`src/rtl/ocra1_rx_deser.sv`:
```
// OCRA1 four-channel serial receiver: synchronises the SPI-style inputs, deserialises 24-bit words.
// Optional macro OCRA1_RX_LDAC_EN holds accepted words until the next ldacn falling edge.
module ocra1_rx_deser (
  input  logic        clk,
  input  logic        rst_n,
  input  logic        oc1_clk_i,
  input  logic        oc1_syncn_i,
  input  logic        oc1_ldacn_i,
  input  logic        oc1_sdox_i,
  input  logic        oc1_sdoy_i,
  input  logic        oc1_sdoz_i,
  input  logic        oc1_sdoz2_i,
  output logic [23:0] datax_o,
  output logic [23:0] datay_o,
  output logic [23:0] dataz_o,
  output logic [23:0] dataz2_o,
  output logic        valid_o,
  output logic        err_o,
  output logic [15:0] frame_cnt_o,
  output logic        busy_o
);

  typedef enum logic [1:0] {IDLE, SHIFT, CHECK} state_t;

  // Synchroniser bit order: {ldacn, syncn, sclk, sdoz2, sdoz, sdoy, sdox}
  localparam logic [6:0] SYNC_RST = 7'b1100000;

  state_t      state_q, state_d;
  logic [6:0]  sync1_q, sync1_d, sync2_q, sync2_d, sync3_q, sync3_d;
  logic [1:0]  settle_q, settle_d;
  logic        arm_q, arm_d;
  logic [4:0]  bit_cnt_q, bit_cnt_d;
  logic [23:0] shx_q, shx_d, shy_q, shy_d, shz_q, shz_d, shz2_q, shz2_d;
  logic [23:0] datax_q, datax_d, datay_q, datay_d, dataz_q, dataz_d, dataz2_q, dataz2_d;
  logic        valid_q, valid_d, err_q, err_d;
  logic [15:0] frame_cnt_q, frame_cnt_d;
  logic        sclk_fall, sync_fall, sync_rise, accept;
`ifdef OCRA1_RX_LDAC_EN
  logic [23:0] pendx_q, pendx_d, pendy_q, pendy_d, pendz_q, pendz_d, pendz2_q, pendz2_d;
  logic        pend_q, pend_d;
  logic        ldac_low, ldac_fall;
`endif

  assign sclk_fall = ~sync2_q[4] & sync3_q[4];
  // arm_q blocks a syncn low that was already in progress when reset released
  assign sync_fall = ~sync2_q[5] & sync3_q[5] & arm_q;
  assign sync_rise = sync2_q[5] & ~sync3_q[5];
`ifdef OCRA1_RX_LDAC_EN
  assign ldac_low  = ~sync2_q[6];
  assign ldac_fall = ~sync2_q[6] & sync3_q[6];
`endif

  always_comb begin
    state_d     = state_q;
    sync1_d     = {oc1_ldacn_i, oc1_syncn_i, oc1_clk_i, oc1_sdoz2_i, oc1_sdoz_i, oc1_sdoy_i, oc1_sdox_i};
    sync2_d     = sync1_q;
    sync3_d     = sync2_q;
    settle_d    = {settle_q[0], 1'b1};
    arm_d       = arm_q | (settle_q[1] & sync2_q[5]);
    bit_cnt_d   = bit_cnt_q;
    shx_d       = shx_q;
    shy_d       = shy_q;
    shz_d       = shz_q;
    shz2_d      = shz2_q;
    datax_d     = datax_q;
    datay_d     = datay_q;
    dataz_d     = dataz_q;
    dataz2_d    = dataz2_q;
    valid_d     = 1'b0;
    err_d       = 1'b0;
    frame_cnt_d = frame_cnt_q;
    accept      = 1'b0;
`ifdef OCRA1_RX_LDAC_EN
    pendx_d     = pendx_q;
    pendy_d     = pendy_q;
    pendz_d     = pendz_q;
    pendz2_d    = pendz2_q;
    pend_d      = pend_q;
`endif

    case (state_q)
      IDLE: begin
        if (sync_fall) begin
          bit_cnt_d = 5'd0;
          state_d   = SHIFT;
        end
      end
      SHIFT: begin
        // A clock fall in the same cycle as the syncn rise still counts toward the length
        if (sclk_fall) begin
          shx_d  = {shx_q[22:0], sync2_q[0]};
          shy_d  = {shy_q[22:0], sync2_q[1]};
          shz_d  = {shz_q[22:0], sync2_q[2]};
          shz2_d = {shz2_q[22:0], sync2_q[3]};
          if (bit_cnt_q != 5'd31) bit_cnt_d = bit_cnt_q + 5'd1;
        end
        if (sync_rise) state_d = CHECK;
      end
      CHECK: begin
        if (bit_cnt_q == 5'd24) accept = 1'b1;
        else                    err_d  = 1'b1;
        if (sync_fall) begin
          bit_cnt_d = 5'd0;
          state_d   = SHIFT;
        end else begin
          state_d   = IDLE;
        end
      end
      default: state_d = IDLE;
    endcase

`ifdef OCRA1_RX_LDAC_EN
    if (accept) begin
      frame_cnt_d = frame_cnt_q + 16'd1;
      if (ldac_low) begin
        datax_d  = shx_q;
        datay_d  = shy_q;
        dataz_d  = shz_q;
        dataz2_d = shz2_q;
        valid_d  = 1'b1;
        pend_d   = 1'b0;
      end else begin
        pendx_d  = shx_q;
        pendy_d  = shy_q;
        pendz_d  = shz_q;
        pendz2_d = shz2_q;
        pend_d   = 1'b1;
      end
    end else if (pend_q && ldac_fall) begin
      datax_d  = pendx_q;
      datay_d  = pendy_q;
      dataz_d  = pendz_q;
      dataz2_d = pendz2_q;
      valid_d  = 1'b1;
      pend_d   = 1'b0;
    end
`else
    if (accept) begin
      frame_cnt_d = frame_cnt_q + 16'd1;
      datax_d     = shx_q;
      datay_d     = shy_q;
      dataz_d     = shz_q;
      dataz2_d    = shz2_q;
      valid_d     = 1'b1;
    end
`endif
  end

  always_ff @(posedge clk or negedge rst_n) begin
    if (!rst_n) begin
      state_q     <= IDLE;
      sync1_q     <= SYNC_RST;
      sync2_q     <= SYNC_RST;
      sync3_q     <= SYNC_RST;
      settle_q    <= 2'b00;
      arm_q       <= 1'b0;
      bit_cnt_q   <= 5'd0;
      shx_q       <= 24'd0;
      shy_q       <= 24'd0;
      shz_q       <= 24'd0;
      shz2_q      <= 24'd0;
      datax_q     <= 24'd0;
      datay_q     <= 24'd0;
      dataz_q     <= 24'd0;
      dataz2_q    <= 24'd0;
      valid_q     <= 1'b0;
      err_q       <= 1'b0;
      frame_cnt_q <= 16'd0;
    end else begin
      state_q     <= state_d;
      sync1_q     <= sync1_d;
      sync2_q     <= sync2_d;
      sync3_q     <= sync3_d;
      settle_q    <= settle_d;
      arm_q       <= arm_d;
      bit_cnt_q   <= bit_cnt_d;
      shx_q       <= shx_d;
      shy_q       <= shy_d;
      shz_q       <= shz_d;
      shz2_q      <= shz2_d;
      datax_q     <= datax_d;
      datay_q     <= datay_d;
      dataz_q     <= dataz_d;
      dataz2_q    <= dataz2_d;
      valid_q     <= valid_d;
      err_q       <= err_d;
      frame_cnt_q <= frame_cnt_d;
    end
  end

`ifdef OCRA1_RX_LDAC_EN
  always_ff @(posedge clk or negedge rst_n) begin
    if (!rst_n) begin
      pendx_q  <= 24'd0;
      pendy_q  <= 24'd0;
      pendz_q  <= 24'd0;
      pendz2_q <= 24'd0;
      pend_q   <= 1'b0;
    end else begin
      pendx_q  <= pendx_d;
      pendy_q  <= pendy_d;
      pendz_q  <= pendz_d;
      pendz2_q <= pendz2_d;
      pend_q   <= pend_d;
    end
  end
`endif

  assign datax_o     = datax_q;
  assign datay_o     = datay_q;
  assign dataz_o     = dataz_q;
  assign dataz2_o    = dataz2_q;
  assign valid_o     = valid_q;
  assign err_o       = err_q;
  assign frame_cnt_o = frame_cnt_q;
  assign busy_o      = (state_q == SHIFT);

endmodule

```
`config.mk`:
```
export PLATFORM = sky130hd
export DESIGN_NAME = ocra1_rx_deser
export DESIGN_NICKNAME = d
export VERILOG_FILES = /design/src/rtl/ocra1_rx_deser.sv
export SDC_FILE = /design/constraint.sdc
export NUM_CORES = 1
export LEC_CHECK = 0
export CAP_MARGIN = 20
export CELL_PAD_IN_SITES_DETAIL_PLACEMENT = 1
export CELL_PAD_IN_SITES_GLOBAL_PLACEMENT = 2
export CORE_MARGIN = 3
export CORE_UTILIZATION = 33
export CTS_CLUSTER_SIZE = 30
export DETAILED_ROUTE_END_ITERATION = 8
export PLACE_DENSITY_LB_ADDON = 0.1
export SLEW_MARGIN = 20
export SYNTH_ARGS = -nofsm -noshare
export SYNTH_HDL_FRONTEND = slang
export SYNTH_SLANG_ARGS = --single-unit
```
`constraint.sdc`:
```
create_clock -name clk -period 1.9 [get_ports clk]
set_clock_uncertainty 0.05 [all_clocks]
set_input_delay 0.285 -clock clk [delete_from_list [all_inputs] [get_ports clk]]
set_output_delay 0.285 -clock clk [all_outputs]
set_load 0.1 [all_outputs]
```
### After elaboration in Yosys (flattened, before gate mapping)

Cells that the tools add are included.

| word-level totals | value |
|---|---|
| flip-flop bits (word level) | 238 |
| bits of input ports | 9 |
| output and inout port bits | 115 |
| word-level logic and storage cells | 57 |

| operators by class | value |
|---|---|
| $add $sub $neg | 2 |
| equality and inequality tests | 9 |
| mux-type cells | 13 |
| bitwise gates (word level) | 9 |
| reduce and logical (&&, ||, !) cells | 6 |

Operator list:

| kind | count |
|---|---|
| 16-bit by 1-bit adder with 16-bit output, second input constant | 1 |
| 5-bit 2-to-1 mux | 3 |
| 5-bit one-hot mux with 2 select lines | 1 |
| 2-bit by 1-bit inequality test with 1-bit output, second input constant | 4 |
| 1-bit 2-to-1 mux | 6 |
| 2-bit one-hot mux with 3 select lines | 1 |
| 5-bit by 1-bit adder with 5-bit output, second input constant | 1 |
| 1-bit bitwise AND | 5 |
| 5-bit equality test, second input constant | 1 |
| 5-bit inequality test, second input constant | 1 |
| 2-bit 2-to-1 mux | 2 |
| 2-bit AND reduction | 2 |
| 4-bit AND reduction | 1 |
| 1-bit inverter | 3 |
| 2-bit by 1-bit equality test with 1-bit output, second input constant | 1 |
| 2-bit equality test, second input constant | 1 |
| 2-bit zero test | 1 |
| 2-bit inequality test, second input constant | 1 |
| 2-bit nonzero test | 1 |
| 2-bit OR reduction | 1 |
| 1-bit bitwise OR | 1 |

### Logic depth before layout (Yosys ltp)

| logic depth | value |
|---|---|
| depth after elaboration | 5 |
| depth in mapped cells | 7 |
| gate-level depth less buffers | 6 |

### Worst setup path before layout

OpenSTA, ideal clock, no wires.

| timing | value |
|---|---|
| path type | reg-to-reg |
| from | register frame_cnt_q[0] (netlist: frame_cnt_o[0]) |
| to | register frame_cnt_q[8] (netlist: frame_cnt_o[8]) |
| setup time | 0.163 ns |
| arrival time | 2.049 ns |
| data required time | 1.687 ns |
| path slack | -0.363 ns |
| stages on the path, launching flop included | 6 |
| buffers on the path | 0 |
| clock period less this slack | 2.263 ns |
| cells stage by stage | dfrtp_1 ha_1 inv_1 or4_4 nor2_1 xor2_1 |

| between the ends | value |
|---|---|
| longest elaborated chain between the ends | 1 |

Ends and longest elaborated chain:

| item | RTL line | text |
|---|---|---|
| from (decl) | 36 | `logic [15:0] frame_cnt_q, frame_cnt_d;` |
| from (signal assigned) | 187 | `frame_cnt_q <= frame_cnt_d;` |
| 16-bit by 1-bit adder with 16-bit output | 139 | `frame_cnt_d = frame_cnt_q + 16'd1;` |

Every way passes these cells.
A chain may end at the register's enable or synchronous reset.

### Worst setup path after layout

| timing | value |
|---|---|
| from | register bit_cnt_q[1] |
| to | register datax_q[14] (netlist: datax_o[14]) |

| between the ends | value |
|---|---|
| longest elaborated chain between the ends | 3 |

Ends and longest elaborated chain:

| item | RTL line | text |
|---|---|---|
| from (decl) | 32 | `logic [4:0] bit_cnt_q, bit_cnt_d;` |
| from (signal assigned) | 176 | `bit_cnt_q <= bit_cnt_d;` |
| 5-bit equality test | 100 | `if (bit_cnt_q == 5'd24) accept = 1'b1;` |
| 1-bit 2-to-1 mux | 100 |  |
| 1-bit 2-to-1 mux | 81 | `case (state_q)` |
| to (signal assigned) | 181 | `datax_q <= datax_d;` |
| to (decl) | 34 | `logic [23:0] datax_q, datax_d, datay_q, datay_d, dataz_q, dataz_d, dataz2_q, dataz2_d;` |

Every way passes these cells.

==> impl_results.md <==
- Status: complete, no violations
- Clock Latency Late Sink: 0.51 ns
- Clock power share: 0.439
- Worst setup SP type: flop
- Synth area leaders: dfrtp_1 66%, nand2_1 13%, mux2_2 12%
- Critical path, cell by cell: inv_2, ha_4, nand4b_4, nor2_4, buf_6, buf_12, buf_12, mux2_2
- Syn nets: 744
- Number of fill cells: 2766
- Post-Syn Area per Cell: between 10 and 15 µm²
- Peak supply drop: about 0.47 mV
- Vias per cell: 4.59
- Largest net degree at the start of global routing: 61
- Placed Area: 0.0104 mm²
- F_max: 534 MHz
- # IOs: 124
- First-pass GRT wire length: roughly 34000 µm
- CP endpoint kind: flop
- Syn. warnings: 0
- CTS clk-pin slew, worst paths: 0.06 ns
- CP endpoint: datax_o[14]$_DFFE_PN0P_
- Synth Register Bits: between 200 and 250
- Initial DRT Pass Iterations: 4
- Final ANT Viol Nets: 0
- Yosys cell types: 33
- Sequential share of power: 0.496
- Fin crit share: 0.985
- Reg-to-Reg Start: bit_cnt_q[1]$_DFFE_PN0P_
- Crit Path Category: flop to flop
- Number of global-route vias before repair: 6271
- Area growth syn-to-layout: 30.6%
- Logic pwr share: 0.065
- GR Util All Layers: 0.143
- Routed wire length: 20100 µm
- Dpl hpwl: ~13000 µm
- Initial core utilization: 0.336
- Die width: 169 µm
- TritonCTS buffer count: 27
- Pwr Density: 966 mW/mm²
- Detailed Route Iter0 Violations: between 200 and 250
- Clock Sinks: 234
- Per-cell routed wire length: 16.2 µm
- Final Max Tran Viols: 0
- Hold WC Path Type: input port to flop
- Register area: 0.00588 mm²
- # DRC: 0
- Final antenna diode count: 0
- Final critical-path required period: approximately 1.9 ns
- Critical path depth: 8
- Root Driver: clkbuf_16
- Die Area: 0.0286 mm²
- CTS H-tree lvls: 1
- Leak: 6.05 nW
- RePlAce Congestion: between 0.7 and 0.8
- Area of the multi-input gates: 0.00282 mm²
- Tot Pwr: 0.0111 W
- Least-Margin Pin Slew: 0.503 ns
- Most common cell on crit path: buf_12
- Global route overflow: 0
- Clk buf depth: 3
- Design area: 0.0115 mm²
- Final Net Count: 896
- TritonCTS clock tree: built
- Height of the die: 169 µm
- Cell family with most CP delay: buffers and inverters
- Max-Cap Viols: 0
- R2R Setup Slk: 0.03 ns
- Unrepaired setup endpoints after global routing: true
- Initial antenna violation count: 0
- NetSw: 0.00260 W
- Crit path from: bit_cnt_q[1]$_DFFE_PN0P_
- Crit path DAT: about 2.2 ns
- CP max-delay cell: dfrtp_1
- Final Instance Count excl. Fillers: 1238
- CP bufs+invs: 4
- Max FO, Critical Path: 12
- Hold_ws: 0.136 ns
- Fraction of layout cells with a size suffix above 1: 0.344
- Commonest cells after routing, fill and taps aside: 294 x nand2_1, 220 x dfrtp_1, 124 x buf_4
- Vias: 5686
- FF-to-FF End: datax_o[14]$_DFFE_PN0P_
- Internal power: 0.00846 W
- Row cnt: 59
- Finish-stage setup viols: 0
- Max_slew headroom: 0.665
- Post-Syn Instances: 731
- Endpoints failing hold: 0
- Commonest non-fill, non-tap cell in the layout: nand2_1
- Synthesized area: 0.00876 mm²
- IO Port Bufs: 122
- Core area: 0.0261 mm²
- Worst path required time: 2.24 ns
- Register area share after synthesis: 0.669
- Switch share: 0.235
- Final core occ: 0.439
- Post-synth top area share: 0.660
- Area leader, netlist: dfrtp_1
- Dpl cells: 1183
- CP peak stage delay: 0.40 ns
- R2R depth: 8
## state kept, by name (all words and copies together) (netlist names), 24 cells and up
name	cells
shy_q	24
shz_q	24
dataz2_o	24
dataz_o	24
datay_o	24
shx_q	24
datax_o	24
shz2_q	24
## through the flow
step	worst slack (ns)	TNS, ns
after floorplan	0.0110	0
after global placement	0.0353	0
after detailed placement	-0.0452	-1.34
after CTS	-0.000864	-0.000864
after global routing	-0.0424	-0.827
final	0.0290	0
## worst reg2reg max path, cell delays in order, from the launching register on
cell and delay, ns:
dfrtp_1 0.40, inv_2 0.08, ha_4 0.13, nand4b_4 0.17
nor2_4 0.17, buf_6 0.15, buf_12 0.11, buf_12 0.13
mux2_2 0.36
## cell usage after synthesis, drive strengths merged
master and instances:
clkbuf 12, ha 4, inv 7, nand3 6
nand3b 1, nor3 1, a21o 1, buf 20
dfstp 3, and2 1, nor2b 2, nor4 3
mux2 97, and3 1, nor2 8, and4 2
or4 1, conb 1, nor3b 3, nor4bb 1
dfrtp 231, xor2 8, nand2 294, nand2b 2
nand4bb 2, o21ai 5, nand4 4, nand4b 1
xnor2 9
## how the worst min path moves through the flow
stage                                  endpoint  depth (start not counted)        start
finish                     sync1_q[5]$_DFF_PN1_                          1  oc1_syncn_i
global route               sync1_q[5]$_DFF_PN1_                          1  oc1_syncn_i
CTS                        sync1_q[5]$_DFF_PN1_                          1  oc1_syncn_i
detailed placement  frame_cnt_o[10]$_DFFE_PN0P_                          1        rst_n
global placement    frame_cnt_o[10]$_DFFE_PN0P_                          1        rst_n
floorplan                       arm_q$_DFF_PN0_                          0        rst_n
## final cells by class
type	instances	area share
Sequential cell	234	0.513
Multi-Input combinational cell	458	0.247
Timing Repair Buffer	155	0.128
Clock buffer	47	0.0726
Tap cell	335	0.0366
Inverter	7	0.00229
Clock inverter	2	0.000874
## timing repair
item / in CTS / in global routing
hold endpoints to repair: 47 / 0
setup endpoints to repair: 86 / 52
hold buffers: 1 / 0
pin swaps: 2 / 4
gates cloned: 1 / 1
buffers inserted: 2 / 2
gates resized for setup: 6 / 19
## logic make-up after synthesis
logic type               synth area share
AO/OA/AOI/OAI                     0.00371
adder cells (fa/ha/maj)           0.00571
other                            0.000428
buffers and inverters              0.0214
AND/OR/NAND/NOR                     0.159
flip-flops                          0.669
XOR/XNOR                           0.0170
multiplexers                        0.125
## metal layers
metal / GRT usage / routed length [µm] / vias up
li1: - / - / 2658
met1: 0.188 / 8850 / 2908
met2: 0.241 / 9780 / 99
met3: 0.0367 / 1090 / 21
met4: 0.0307 / 349 / 0
met5: 0 / 0 / -
## power by group through the flow
| stage | Sequential (W) | Clock, W | Combinational (W) |
|---|---|---|---|
| floorplan | 0.00551 | 0 | 0.000370 |
| global placement | 0.00555 | 0 | 0.000685 |
| detailed placement | 0.00557 | 0 | 0.000720 |
| CTS | 0.00549 | 0.00505 | 0.000744 |
| global route | 0.00554 | 0.00528 | 0.000832 |
| finish | 0.00549 | 0.00485 | 0.000723 |
Note: power is estimated with default switching activity, not from simulation.
